File: src/rtl/fir_pkg.sv
// fir_pkg: shared constants, FSM state type and output saturation for the
// two-channel 5-tap FIR scheduler.
//   N_TAPS - taps per filter and history depth per channel
//   W      - sample / coefficient / output width (signed)
//   ACC_W  - accumulator width, sized so N_TAPS full-scale products never wrap
//   SHIFT  - default arithmetic right shift applied before saturation
package fir_pkg;

  localparam int N_TAPS = 5;
  localparam int W      = 8;
  localparam int ACC_W  = 2 * W + $clog2(N_TAPS);
  localparam int SHIFT  = 0;

  typedef enum logic [1:0] {
    IDLE = 2'd0,
    MAC  = 2'd1,
    OUT  = 2'd2
  } state_t;

  localparam logic signed [ACC_W-1:0] SAT_MAX = ACC_W'((1 <<< (W - 1)) - 1);
  localparam logic signed [ACC_W-1:0] SAT_MIN = ~SAT_MAX;

  // Clamp an accumulator value into the signed W-bit output range.
  function automatic logic signed [W-1:0] saturate(input logic signed [ACC_W-1:0] v);
    if (v > SAT_MAX) begin
      return SAT_MAX[W-1:0];
    end else if (v < SAT_MIN) begin
      return SAT_MIN[W-1:0];
    end else begin
      return v[W-1:0];
    end
  endfunction

endpackage

File: src/rtl/fir_sched_if.sv
// fir_sched_if: all handshake, configuration and result signals of fir_sched.
//   ch0_valid/ch0_x/ch0_ready - channel 0 sample stream
//   ch1_valid/ch1_x/ch1_ready - channel 1 sample stream
//   cfg_we/cfg_addr/cfg_data  - coefficient bank write port
//   o_valid/o_ch/o_y          - one-cycle result strobe, its channel and value
//   busy                      - scheduler is not idle
// master: the sample source / configurator / result consumer side.
// slave:  the fir_sched side.
interface fir_sched_if;
  import fir_pkg::*;

  logic                ch0_valid;
  logic signed [W-1:0] ch0_x;
  logic                ch0_ready;
  logic                ch1_valid;
  logic signed [W-1:0] ch1_x;
  logic                ch1_ready;
  logic                cfg_we;
  logic [2:0]          cfg_addr;
  logic signed [W-1:0] cfg_data;
  logic                o_valid;
  logic                o_ch;
  logic signed [W-1:0] o_y;
  logic                busy;

  modport master (
    output ch0_valid, ch0_x, ch1_valid, ch1_x, cfg_we, cfg_addr, cfg_data,
    input  ch0_ready, ch1_ready, o_valid, o_ch, o_y, busy
  );

  modport slave (
    input  ch0_valid, ch0_x, ch1_valid, ch1_x, cfg_we, cfg_addr, cfg_data,
    output ch0_ready, ch1_ready, o_valid, o_ch, o_y, busy
  );

endinterface

File: src/rtl/fir_mac_unit.sv
// fir_mac_unit: shared multiply-accumulate datapath.
//   clk   - clock
//   rst   - synchronous active-high reset, clears the accumulator
//   clear - start a new sum (takes priority over en)
//   en    - add a*b to the accumulator this cycle
//   a, b  - signed W-bit operands (sample, coefficient)
//   acc   - registered signed ACC_W-bit running sum
module fir_mac_unit
  import fir_pkg::*;
(
  input  logic                    clk,
  input  logic                    rst,
  input  logic                    clear,
  input  logic                    en,
  input  logic signed [W-1:0]     a,
  input  logic signed [W-1:0]     b,
  output logic signed [ACC_W-1:0] acc
);

  logic signed [2*W-1:0] prod;

  assign prod = a * b;

  always_ff @(posedge clk) begin
    if (rst) begin
      acc <= '0;
    end else if (clear) begin
      acc <= '0;
    end else if (en) begin
      acc <= acc + ACC_W'(prod);
    end
  end

endmodule

File: src/rtl/fir_sched.sv
// fir_sched: two-channel round-robin scheduler and tap sequencer for a
// 5-tap FIR sharing one multiply-accumulate unit.
//   clk - clock, all state on the rising edge
//   rst - synchronous active-high reset
//   bus - fir_sched_if.slave: channel handshakes, coefficient writes,
//         result strobe/channel/value and busy
// One sample is accepted in IDLE, its channel's history is shifted, then
// N_TAPS MAC cycles and one OUT cycle follow before the next acceptance.
module fir_sched
  import fir_pkg::state_t, fir_pkg::IDLE, fir_pkg::MAC, fir_pkg::OUT, fir_pkg::saturate;
#(
  parameter int N_TAPS = fir_pkg::N_TAPS,
  parameter int W      = fir_pkg::W,
  parameter int SHIFT  = fir_pkg::SHIFT
) (
  input  logic         clk,
  input  logic         rst,
  fir_sched_if.slave   bus
);

  localparam int ACC_W = 2 * W + $clog2(N_TAPS);
  localparam int TAP_W = $clog2(N_TAPS);
  localparam logic [TAP_W-1:0] TAP_LAST  = TAP_W'(N_TAPS - 1);
  localparam logic [2:0]       ADDR_LAST = 3'(N_TAPS - 1);

  state_t                  state;
  logic                    idle;
  logic                    grant;
  logic                    last_grant;
  logic                    cur_ch;
  logic                    ch_hold;
  logic                    hs;
  logic signed [W-1:0]     hs_x;
  logic signed [W-1:0]     y_hold;
  logic signed [W-1:0]     y_sat;
  logic signed [W-1:0]     mac_a;
  logic signed [W-1:0]     mac_b;
  logic [TAP_W-1:0]        tap;
  logic signed [ACC_W-1:0] acc;

  logic signed [W-1:0] hist [2][N_TAPS];
  logic signed [W-1:0] coef [N_TAPS];

  assign idle = (state == IDLE);

  // Round-robin: on a tie the channel that did not win last time is granted.
  always_comb begin
    // NOTE: give every always_comb output a default first so no path leaves it
    // unassigned; otherwise synthesis infers a latch.
    grant = 1'b0;
    if (bus.ch0_valid && bus.ch1_valid) begin
      grant = ~last_grant;
    end else if (bus.ch1_valid) begin
      grant = 1'b1;
    end
  end

  assign bus.ch0_ready = idle && !grant;
  assign bus.ch1_ready = idle && grant;

  assign hs   = grant ? (bus.ch1_valid && bus.ch1_ready)
                      : (bus.ch0_valid && bus.ch0_ready);
  assign hs_x = grant ? bus.ch1_x : bus.ch0_x;

  always_ff @(posedge clk) begin
    // NOTE: sequential state uses non-blocking (<=) so every register samples
    // pre-edge values; blocking here would create order-dependent races.
    if (rst) begin
      state      <= IDLE;
      tap        <= '0;
      last_grant <= 1'b1;
      cur_ch     <= 1'b0;
      y_hold     <= '0;
      ch_hold    <= 1'b0;
    end else begin
      case (state)
        IDLE: begin
          if (hs) begin
            state      <= MAC;
            tap        <= '0;
            last_grant <= grant;
            cur_ch     <= grant;
          end
        end
        MAC: begin
          tap <= tap + 1'b1;
          if (tap == TAP_LAST) begin
            state <= OUT;
          end
        end
        OUT: begin
          y_hold  <= y_sat;
          ch_hold <= cur_ch;
          state   <= IDLE;
        end
        default: state <= IDLE;
      endcase
    end
  end

  // Per-channel sample histories; only the granted channel shifts.
  always_ff @(posedge clk) begin
    if (rst) begin
      // NOTE: these arrays are architectural state (an aborted run must restart
      // from zero history), so they are reset element by element rather than
      // left as an unreset RAM.
      for (int c = 0; c < 2; c++) begin
        for (int k = 0; k < N_TAPS; k++) begin
          hist[c][k] <= '0;
        end
      end
    end else if (hs) begin
      hist[grant][0] <= hs_x;
      for (int k = 1; k < N_TAPS; k++) begin
        hist[grant][k] <= hist[grant][k-1];
      end
    end
  end

  // Coefficient bank: pass-through after reset, writable only while idle.
  // A write in the same cycle as a handshake lands before the first MAC cycle,
  // so that sample already sees the new value.
  always_ff @(posedge clk) begin
    if (rst) begin
      for (int k = 0; k < N_TAPS; k++) begin
        coef[k] <= '0;
      end
      coef[0] <= W'(1);
    end else if (idle && bus.cfg_we && (bus.cfg_addr <= ADDR_LAST)) begin
      coef[bus.cfg_addr] <= bus.cfg_data;
    end
  end

  assign mac_a = hist[cur_ch][tap];
  assign mac_b = coef[tap];

  fir_mac_unit u_mac (
    .clk   (clk),
    .rst   (rst),
    .clear (hs),
    .en    (state == MAC),
    .a     (mac_a),
    .b     (mac_b),
    .acc   (acc)
  );

  assign y_sat = saturate(acc >>> SHIFT);

  // Result is live during OUT and held from the last OUT afterwards.
  assign bus.o_valid = (state == OUT);
  assign bus.o_y     = (state == OUT) ? y_sat  : y_hold;
  assign bus.o_ch    = (state == OUT) ? cur_ch : ch_hold;
  assign bus.busy    = !idle;

endmodule

File: src/flat_wrapper.sv
// flat-port wrapper written by rule: the top's interface ports become plain ports
module fir_sched_flat import fir_pkg::state_t, fir_pkg::IDLE, fir_pkg::MAC, fir_pkg::OUT, fir_pkg::saturate;
#(
  parameter int N_TAPS = fir_pkg::N_TAPS,
  parameter int W      = fir_pkg::W,
  parameter int SHIFT  = fir_pkg::SHIFT
)
  (clk, rst, bus_ch0_valid, bus_ch0_x, bus_ch1_valid, bus_ch1_x, bus_cfg_we, bus_cfg_addr, bus_cfg_data, bus_ch0_ready, bus_ch1_ready, bus_o_valid, bus_o_ch, bus_o_y, bus_busy);
  fir_sched_if bus_i ();
  input  logic clk;
  input  logic rst;
  input wire logic [$bits(bus_i.ch0_valid)-1:0] bus_ch0_valid;
  input wire logic [$bits(bus_i.ch0_x)-1:0] bus_ch0_x;
  input wire logic [$bits(bus_i.ch1_valid)-1:0] bus_ch1_valid;
  input wire logic [$bits(bus_i.ch1_x)-1:0] bus_ch1_x;
  input wire logic [$bits(bus_i.cfg_we)-1:0] bus_cfg_we;
  input wire logic [$bits(bus_i.cfg_addr)-1:0] bus_cfg_addr;
  input wire logic [$bits(bus_i.cfg_data)-1:0] bus_cfg_data;
  output wire logic [$bits(bus_i.ch0_ready)-1:0] bus_ch0_ready;
  output wire logic [$bits(bus_i.ch1_ready)-1:0] bus_ch1_ready;
  output wire logic [$bits(bus_i.o_valid)-1:0] bus_o_valid;
  output wire logic [$bits(bus_i.o_ch)-1:0] bus_o_ch;
  output wire logic [$bits(bus_i.o_y)-1:0] bus_o_y;
  output wire logic [$bits(bus_i.busy)-1:0] bus_busy;
  assign bus_i.ch0_valid = bus_ch0_valid;
  assign bus_i.ch0_x = bus_ch0_x;
  assign bus_i.ch1_valid = bus_ch1_valid;
  assign bus_i.ch1_x = bus_ch1_x;
  assign bus_i.cfg_we = bus_cfg_we;
  assign bus_i.cfg_addr = bus_cfg_addr;
  assign bus_i.cfg_data = bus_cfg_data;
  assign bus_ch0_ready = bus_i.ch0_ready;
  assign bus_ch1_ready = bus_i.ch1_ready;
  assign bus_o_valid = bus_i.o_valid;
  assign bus_o_ch = bus_i.o_ch;
  assign bus_o_y = bus_i.o_y;
  assign bus_busy = bus_i.busy;
  fir_sched #(.N_TAPS(N_TAPS), .W(W), .SHIFT(SHIFT)) u_core (.clk(clk), .rst(rst), .bus(bus_i));
endmodule
File: config.mk
export PLATFORM = sky130hd
export DESIGN_NAME = fir_sched_flat
export DESIGN_NICKNAME = d
export VERILOG_FILES = /design/src/rtl/fir_pkg.sv /design/src/rtl/fir_sched_if.sv /design/src/rtl/fir_mac_unit.sv /design/src/rtl/fir_sched.sv /design/src/flat_wrapper.sv
export SDC_FILE = /design/constraint.sdc
export NUM_CORES = 1
export LEC_CHECK = 0
export ABC_AREA = 1
export BUFFER_PORTS_ARGS = -buffer_cell sky130_fd_sc_hd__buf_2
export CAP_MARGIN = 10
export CORE_MARGIN = 2
export CORE_UTILIZATION = 51
export DETAILED_ROUTE_END_ITERATION = 16
export MAX_ROUTING_LAYER = met4
export PLACE_DENSITY = 0.73
export SYNTH_ARGS = -nofsm -noshare
export SYNTH_HDL_FRONTEND = slang
export SYNTH_SLANG_ARGS = --single-unit
File: constraint.sdc
create_clock -name clk -period 7.7 [get_ports clk]
set_input_delay 0 -clock clk [delete_from_list [all_inputs] [get_ports clk]]
set_output_delay 0 -clock clk [all_outputs]
set_load 0.02 [all_outputs]
# After elaboration in Yosys (flattened, before gate mapping)
# Memories as Yosys holds them, arrays and structs flattened. A register that Yosys moved wholly into a read port is not among the register bits.
# Cells that the tools add are included.
# Widths: inputs -> output; s select.
# totals
mem_count	2
mem_bits_rw	120
out_inout_bits	13
ff_bits	35
wordCells	76
# op_classes
add_sub_neg	2
n_bitwise	3
n_eq_ne	5
reduce_logical	17
magnitude_cmp	4
multipliers	1
mux	35
# memory_table
memory	depth	word_bits	read_ports	rd_ports_with_merged_regs	write_ports	line	text
u_core.hist	2	40	2	1	2	fir_sched.sv:41	logic signed [W-1:0] hist [2][N_TAPS];
u_core.coef	5	8	1	1	5	fir_sched.sv:42	logic signed [W-1:0] coef [N_TAPS];
# ops
cell	n
$mux 8	8
$mux 40	1
$reduce_or 40->1	1
$bmux 8 s3	1
$add 19x16->19	1
$gt 19x8->1 const B	1
$lt 19x8->1 const B	1
$mux 1	17
$mul 8x8->16	1
$mux 3	4
$reduce_or 8->1	1
$logic_and 1x1->1	7
$pmux 3 s2	1
$reduce_and 2->1	3
$ge 4x4->1 const B	1
$mux 2	2
$not 3->4	1
$pmux 2 s2	1
$add 3x1->3 const B	1
$eq 3x3->1 const B	1
$le 3x3->1 const B	1
$eq 2x1->1 const B	1
$eq 2x2->1 const B	1
$logic_not 1->1	2
7 further kinds	7

# Logic depth before layout (Yosys ltp)
# logic_depth
word_depth	11
mapped_depth	31

# By module
# From an unflattened synthesis, not the netlist that was laid out.
# hier_totals
cells_unflattened	1363
hier_area_um2	11936.4
# modules_own_cells
mod	area_each_um2	seq_area_each_um2	cells_each	instances
fir_sched	7591.0	4724.5	805	1
fir_mac_unit	4345.4	380.4	558	1

# Worst setup path before layout
# OpenSTA, ideal clock, no wires.
# synth_timing
kind	register -> register
from	register (tool-made name)
to	register u_core.u_mac.acc[14]
arrival_time_ps	5486
setup_time_ps	115
required_ps	7585
period_less_slack_ps	5602
stages_incl_launch_ff	26
slack_ps	2098
path_cell_list	dfxtp_1 inv_2 buf_2 nor2_1 o22ai_1 inv_1 o21ai_4 inv_2 nor2_1 fa_1 fa_1 inv_1 fa_1 fa_1 fa_1 inv_1 ha_1 nand2_1 nand2_1 nand2_1 nand2_1 nand2_1 nand3b_1 xor2_1 o21ai_0 inv_1
# synth_lines
element	line	text
end signal, assigned	fir_mac_unit.sv:30	acc <= acc + ACC_W'(prod);
end, declared	fir_mac_unit.sv:17	output logic signed [ACC_W-1:0] acc

# Final worst setup path
# layout_timing
from	register u_core.tap[0]
to	register u_core.u_mac.acc[18]
# layout_between
elab_chain_len	6
# layout_rtl
element	line	text
start, declared	fir_sched.sv:38	logic [TAP_W-1:0] tap;
start signal, assigned	fir_sched.sv:86	tap <= tap + 1'b1;
$not 3->4 (implied by the code)	fir_sched.sv:134	assign mac_a = hist[cur_ch][tap];
$bmux 8 s3	fir_sched.sv:134	
$mux 8 (implied by the code) (2 in series)	fir_sched.sv:134	
$mul 8x8->16	fir_mac_unit.sv:22	assign prod = a * b;
$add 19x16->19	fir_mac_unit.sv:30	
# Every way passes these cells. The select of a mux whose other input is x is not followed.
# A chain may end at the register's enable or synchronous reset.

==> results <==
- The flow ran to the end, and the final reports show no timing, DRC or antenna violations.
- The met1 global-route usage is 0.309.
- The filler cell count is 1,940.
- The global routing usage summed across all routing layers is 0.248.
- The worst pin sits at a relative slew slack of 0.405.
- The synthesized instance count is 1,329.
- The most frequent standard cell in the layout excluding fill and tap cells is sky130_fd_sc_hd__inv_1.
- After clock tree synthesis, the repair step resized 0 gates.
- After global routing the overflow that remains totals 0.
- The fraction of the mapped netlist area in compound gates is 0.102.
- The CTS tree is built.
- In this run, placement finished with an instance count of 1,679.
- In this run the static leakage power is 0.00627 uW.
- The total of max-cap violations is 0.
- The width of the chip is 157 um.
- Subtracting the final worst setup slack from the clock period gives 6420 ps.
- The critical path is of the flop to flop type.
- The maximum number of buffers from clock root to sink is 2.
- The number of enable flip-flop cells after synthesis is 144.
- Of the total synthesized cell area, the portion taken by XOR and XNOR cells is 0.00587.
- Setup slack closes at 1280 ps.
- The proportion of register bits with asynchronous set or reset after synthesis is 0.
- By area, the combinational part of the netlist is dominated by adder cells.
- 45 I/O pins were placed.
- The initial antenna violation count is 0.
- The clock buffer count from CTS is 17.
- For the worst-skew pair, the clock arrives at the later sink with an insertion delay of 450 ps.
- The average wire per standard cell is 15.9 um.
- For this design the ratio of total power to cell area is 413 nW/um^2.
- The detailed placer's ending HPWL is 19,700 um.
- In the final design database the tool counted 1,574 nets.
- Routability-driven placement finished with a final weighted congestion of 0.880.
- The quantity of hold-fixing buffers added after cts is 27.
- The first global-routing pass estimated 46,100 um of wire.
- The fraction of the cycle the final worst path needs is 0.834.
- The detailed-router iteration count before antenna repair is 8.
- The design draws 5510 uW.
- The die outline area is 24,600 sq um.
- The launch point of the worst hold path is bus_ch1_valid.
- The worst setup slack after placement is 1320 ps.
- The clock transition at the registers of the reported paths is 90 ps.
- The arrival time reported for the critical path endpoint is 6780 ps.
- In this run the post-CTS setup repair buffer count came out at 0.
- The count of nets left with antenna violations once routing finished came out at 0.
- The sequential element share of the synthesized area is 0.428.
- The total number of yosys warnings is 0.
- The root buffer cell is sky130_fd_sc_hd__clkbuf_16.
- The setup slack of the most critical reg-to-reg path is 1280 ps.
- The final total negative setup slack is 0 ps.
- The count of state elements after synthesis is 183.
- The setup clock skew after layout is 19.5 ps.
- The worst-case IR drop observed on VDD is 0.000315 V.
- The number of pins with negative max-slew slack in the final report is 0.
- The finished layout holds 1,738 standard cells, fillers aside.
- The number of violations reported at the end of detailed-routing iteration 0 is 750.
- The worst reg2reg path depth is 27.
- Setup repair after global routing left no endpoint under its margin.
- After synthesis the cells add up to 11,900 sq um.
- The initial standard-cell utilization of the core is 0.524.
- Of the cells placed in the final design, the portion with a size suffix greater than 1 is 0.112.
- The final number of hold-violating endpoints is 0.
- The post-synthesis adder-cell area fraction is 0.189.
- The post-detailed-routing wire length is 27,700 um.
- The overall die height is 157 um.
- In this run the mean area of a mapped cell was 8.98 sq um.
- The worst register-to-register path ends at u_core.u_mac.acc[18].
- For met2 alone, demand over resource in global routing was 0.430.
- At the pin with the least slew margin, the transition time is 884 ps.
- The number of unique standard cell types used by synthesis is 42.
- The sink of the worst hold path is u_core.u_mac.acc[5].
- The mean number of vias per cell is 5.14.
- The via count of the first global-routing pass is 9,095.
- Setup violations remaining at the end of the flow were counted as 0.
- The clock tree synthesis step divided the H-tree into 4 levels.
- After detailed routing, the number of remaining DRC violations is 0.
- The share of synthesized area spent on multiplexers is 0.
- The routed layout has 8,942 vias.
- The area of the core is 22,800 sq um.
- The busiest metal layer after global routing is met2.
- The repair_antennas step left the layout with diodes totalling 0.
- In this run the worst hold path is classified as input pin to flop.
- At the worst endpoint, the required time is 8060 ps.
- Of all nets on the critical path, the largest fanout is 19.
- The worst hold path was traced through 5 stages.
- Of the total synthesized cell area, the portion taken by AND, OR, NAND and NOR gates is 0.166.
- For this design, the sink count on the clock tree is 183.
- In the global route stage, met3 resource usage came out at 0.0262.
- The initialized floorplan defines 55 standard-cell rows.
- In the synthesized netlist the dominant register cell turns out to be sky130_fd_sc_hd__edfxtp_1.
- The area growth from synthesis to layout is 11.8%.
- The startpoint identified for the worst register-to-register timing path is u_core.tap[0].
- In this run the tool buffered the top-level ports with 44 buffer cells.
- Entering global routing, the biggest net connects 59 pins.
- The launching element type of the critical path is a flop.
- Based on the critical path, the design can be clocked at up to 156 MHz.
- The critical path endpoint category is a flop.
- The library cells used most frequently in the layout, excluding fill and tap cells, are 251 x sky130_fd_sc_hd__inv_1, 215 x sky130_fd_sc_hd__nand2_1, 180 x sky130_fd_sc_hd__nor2_1, 144 x sky130_fd_sc_hd__edfxtp_1, 84 x sky130_fd_sc_hd__fa_1.
-- kinds of logic (layout without fill, tap and decap cells) --
logic type               after synthesis  count (layout)
buffers and inverters                321             394
AO/OA/AOI/OAI                        208             208
XOR/XNOR                               8               8
other                                  1              24
flip-flops                           183             183
adder cells (fa/ha/maj)              130             130
AND/OR/NAND/NOR                      478             478
-- power by group --
part	internal [uW]	total, uW	switching, uW
combinational	1280	3390	2110
sequential	1150	1200	53.2
clock	450	912	462
-- critical path, cell delays in order, from the launching register on --
cell and delay, ps:
sky130_fd_sc_hd__dfxtp_1 820, sky130_fd_sc_hd__inv_2 360, sky130_fd_sc_hd__a21oi_1 200, sky130_fd_sc_hd__o21ai_1 80, sky130_fd_sc_hd__nand3_1 110, sky130_fd_sc_hd__nand3_1 110
sky130_fd_sc_hd__nand2_1 140, sky130_fd_sc_hd__inv_2 100, sky130_fd_sc_hd__nor2_1 600, sky130_fd_sc_hd__buf_4 310, sky130_fd_sc_hd__fa_1 430, sky130_fd_sc_hd__fa_1 520
sky130_fd_sc_hd__inv_1 50, sky130_fd_sc_hd__fa_1 460, sky130_fd_sc_hd__fa_1 540, sky130_fd_sc_hd__inv_1 40, sky130_fd_sc_hd__ha_1 280, sky130_fd_sc_hd__ha_1 360
sky130_fd_sc_hd__nand2_1 110, sky130_fd_sc_hd__nor2_1 150, sky130_fd_sc_hd__and2_1 140, sky130_fd_sc_hd__nand2_1 50, sky130_fd_sc_hd__nand2_1 100, sky130_fd_sc_hd__inv_1 50
sky130_fd_sc_hd__nand2_1 60, sky130_fd_sc_hd__nand3_1 60, sky130_fd_sc_hd__nand2_1 60, sky130_fd_sc_hd__inv_1 40
-- registers in the layout (all words and copies together) (netlist names), named ones only --
name / flops
u_core.cur_ch: 1
u_core.tap: 3
u_core.u_mac.acc: 19
u_core.last_grant: 1
u_core.ch_hold: 1
u_core.y_hold: 8
u_core.hist: 80
u_core.state: 2
u_core.coef: 64
-- metrics by stage --
step | cell area, sq um | utilization | hold WS, ps
after floorplan | 12000 | - | 187
after global placement | 12500 | 0.547 | 294
after detailed placement | 12500 | 0.547 | 301
after CTS | 13300 | 0.586 | 12.8
after global routing | 13300 | 0.586 | 56.4
final | 13300 | 0.586 | 22.6
-- worst max-delay path by stage --
stage / to / slack [ps] / from / cells past startpoint
after global placement: u_core.u_mac.acc[18] / 1410 / u_core.tap[0] / 27
after CTS: u_core.u_mac.acc[18] / 1320 / u_core.tap[0] / 27
after floorplan: u_core.u_mac.acc[14] / 2100 / flop / 25
after detailed placement: u_core.u_mac.acc[18] / 1320 / u_core.tap[0] / 27
final: u_core.u_mac.acc[18] / 1280 / u_core.tap[0] / 27
after global routing: u_core.u_mac.acc[18] / 900 / u_core.tap[0] / 27
-- Yosys cell counts, types with 3 or more instances --
master	number	share of area
sky130_fd_sc_hd__inv_1	251	0.079
sky130_fd_sc_hd__nand2_1	215	0.068
sky130_fd_sc_hd__nor2_1	180	0.057
sky130_fd_sc_hd__edfxtp_1	144	0.36
sky130_fd_sc_hd__fa_1	84	0.14
sky130_fd_sc_hd__a21oi_1	79	0.033
sky130_fd_sc_hd__o21ai_0	53	0.022
sky130_fd_sc_hd__nand3_1	52	0.022
sky130_fd_sc_hd__ha_1	46	0.048
sky130_fd_sc_hd__dfxtp_1	39	0.065
sky130_fd_sc_hd__o22ai_1	28	0.015
sky130_fd_sc_hd__inv_2	25	0.0079
sky130_fd_sc_hd__buf_2	20	0.0084
sky130_fd_sc_hd__a31o_2	16	0.012
sky130_fd_sc_hd__o21ai_1	16	0.0067
sky130_fd_sc_hd__nand2_2	9	0.0047
sky130_fd_sc_hd__buf_4	8	0.0050
sky130_fd_sc_hd__clkbuf_1	8	0.0025
sky130_fd_sc_hd__xor2_1	7	0.0051
sky130_fd_sc_hd__nor2_4	6	0.0057
sky130_fd_sc_hd__buf_6	5	0.0047
sky130_fd_sc_hd__a32o_1	4	0.0034
sky130_fd_sc_hd__nor3_1	4	0.0017
sky130_fd_sc_hd__o21ai_2	3	0.0022
sky130_fd_sc_hd__o21ai_4	3	0.0041
-- routing by layer --
metal	up-vias	routed length [um]
met5	-	0
met4	0	639
met3	41	1240
met2	232	14300
met1	4308	11600
li1	4361	-
-- layout make-up --
type                       instances  area (sq um)  share of cell area
multi-input combinational        848          5610               0.421
sequential                       183          5100               0.382
inverter                         280          1060              0.0791
clock buffer                      18           439              0.0329
tap                              313           392              0.0293
timing repair buffer              82           573              0.0429
clock inverter                    14           169              0.0127
No activity file was read; power rests on OpenSTA's default activity.
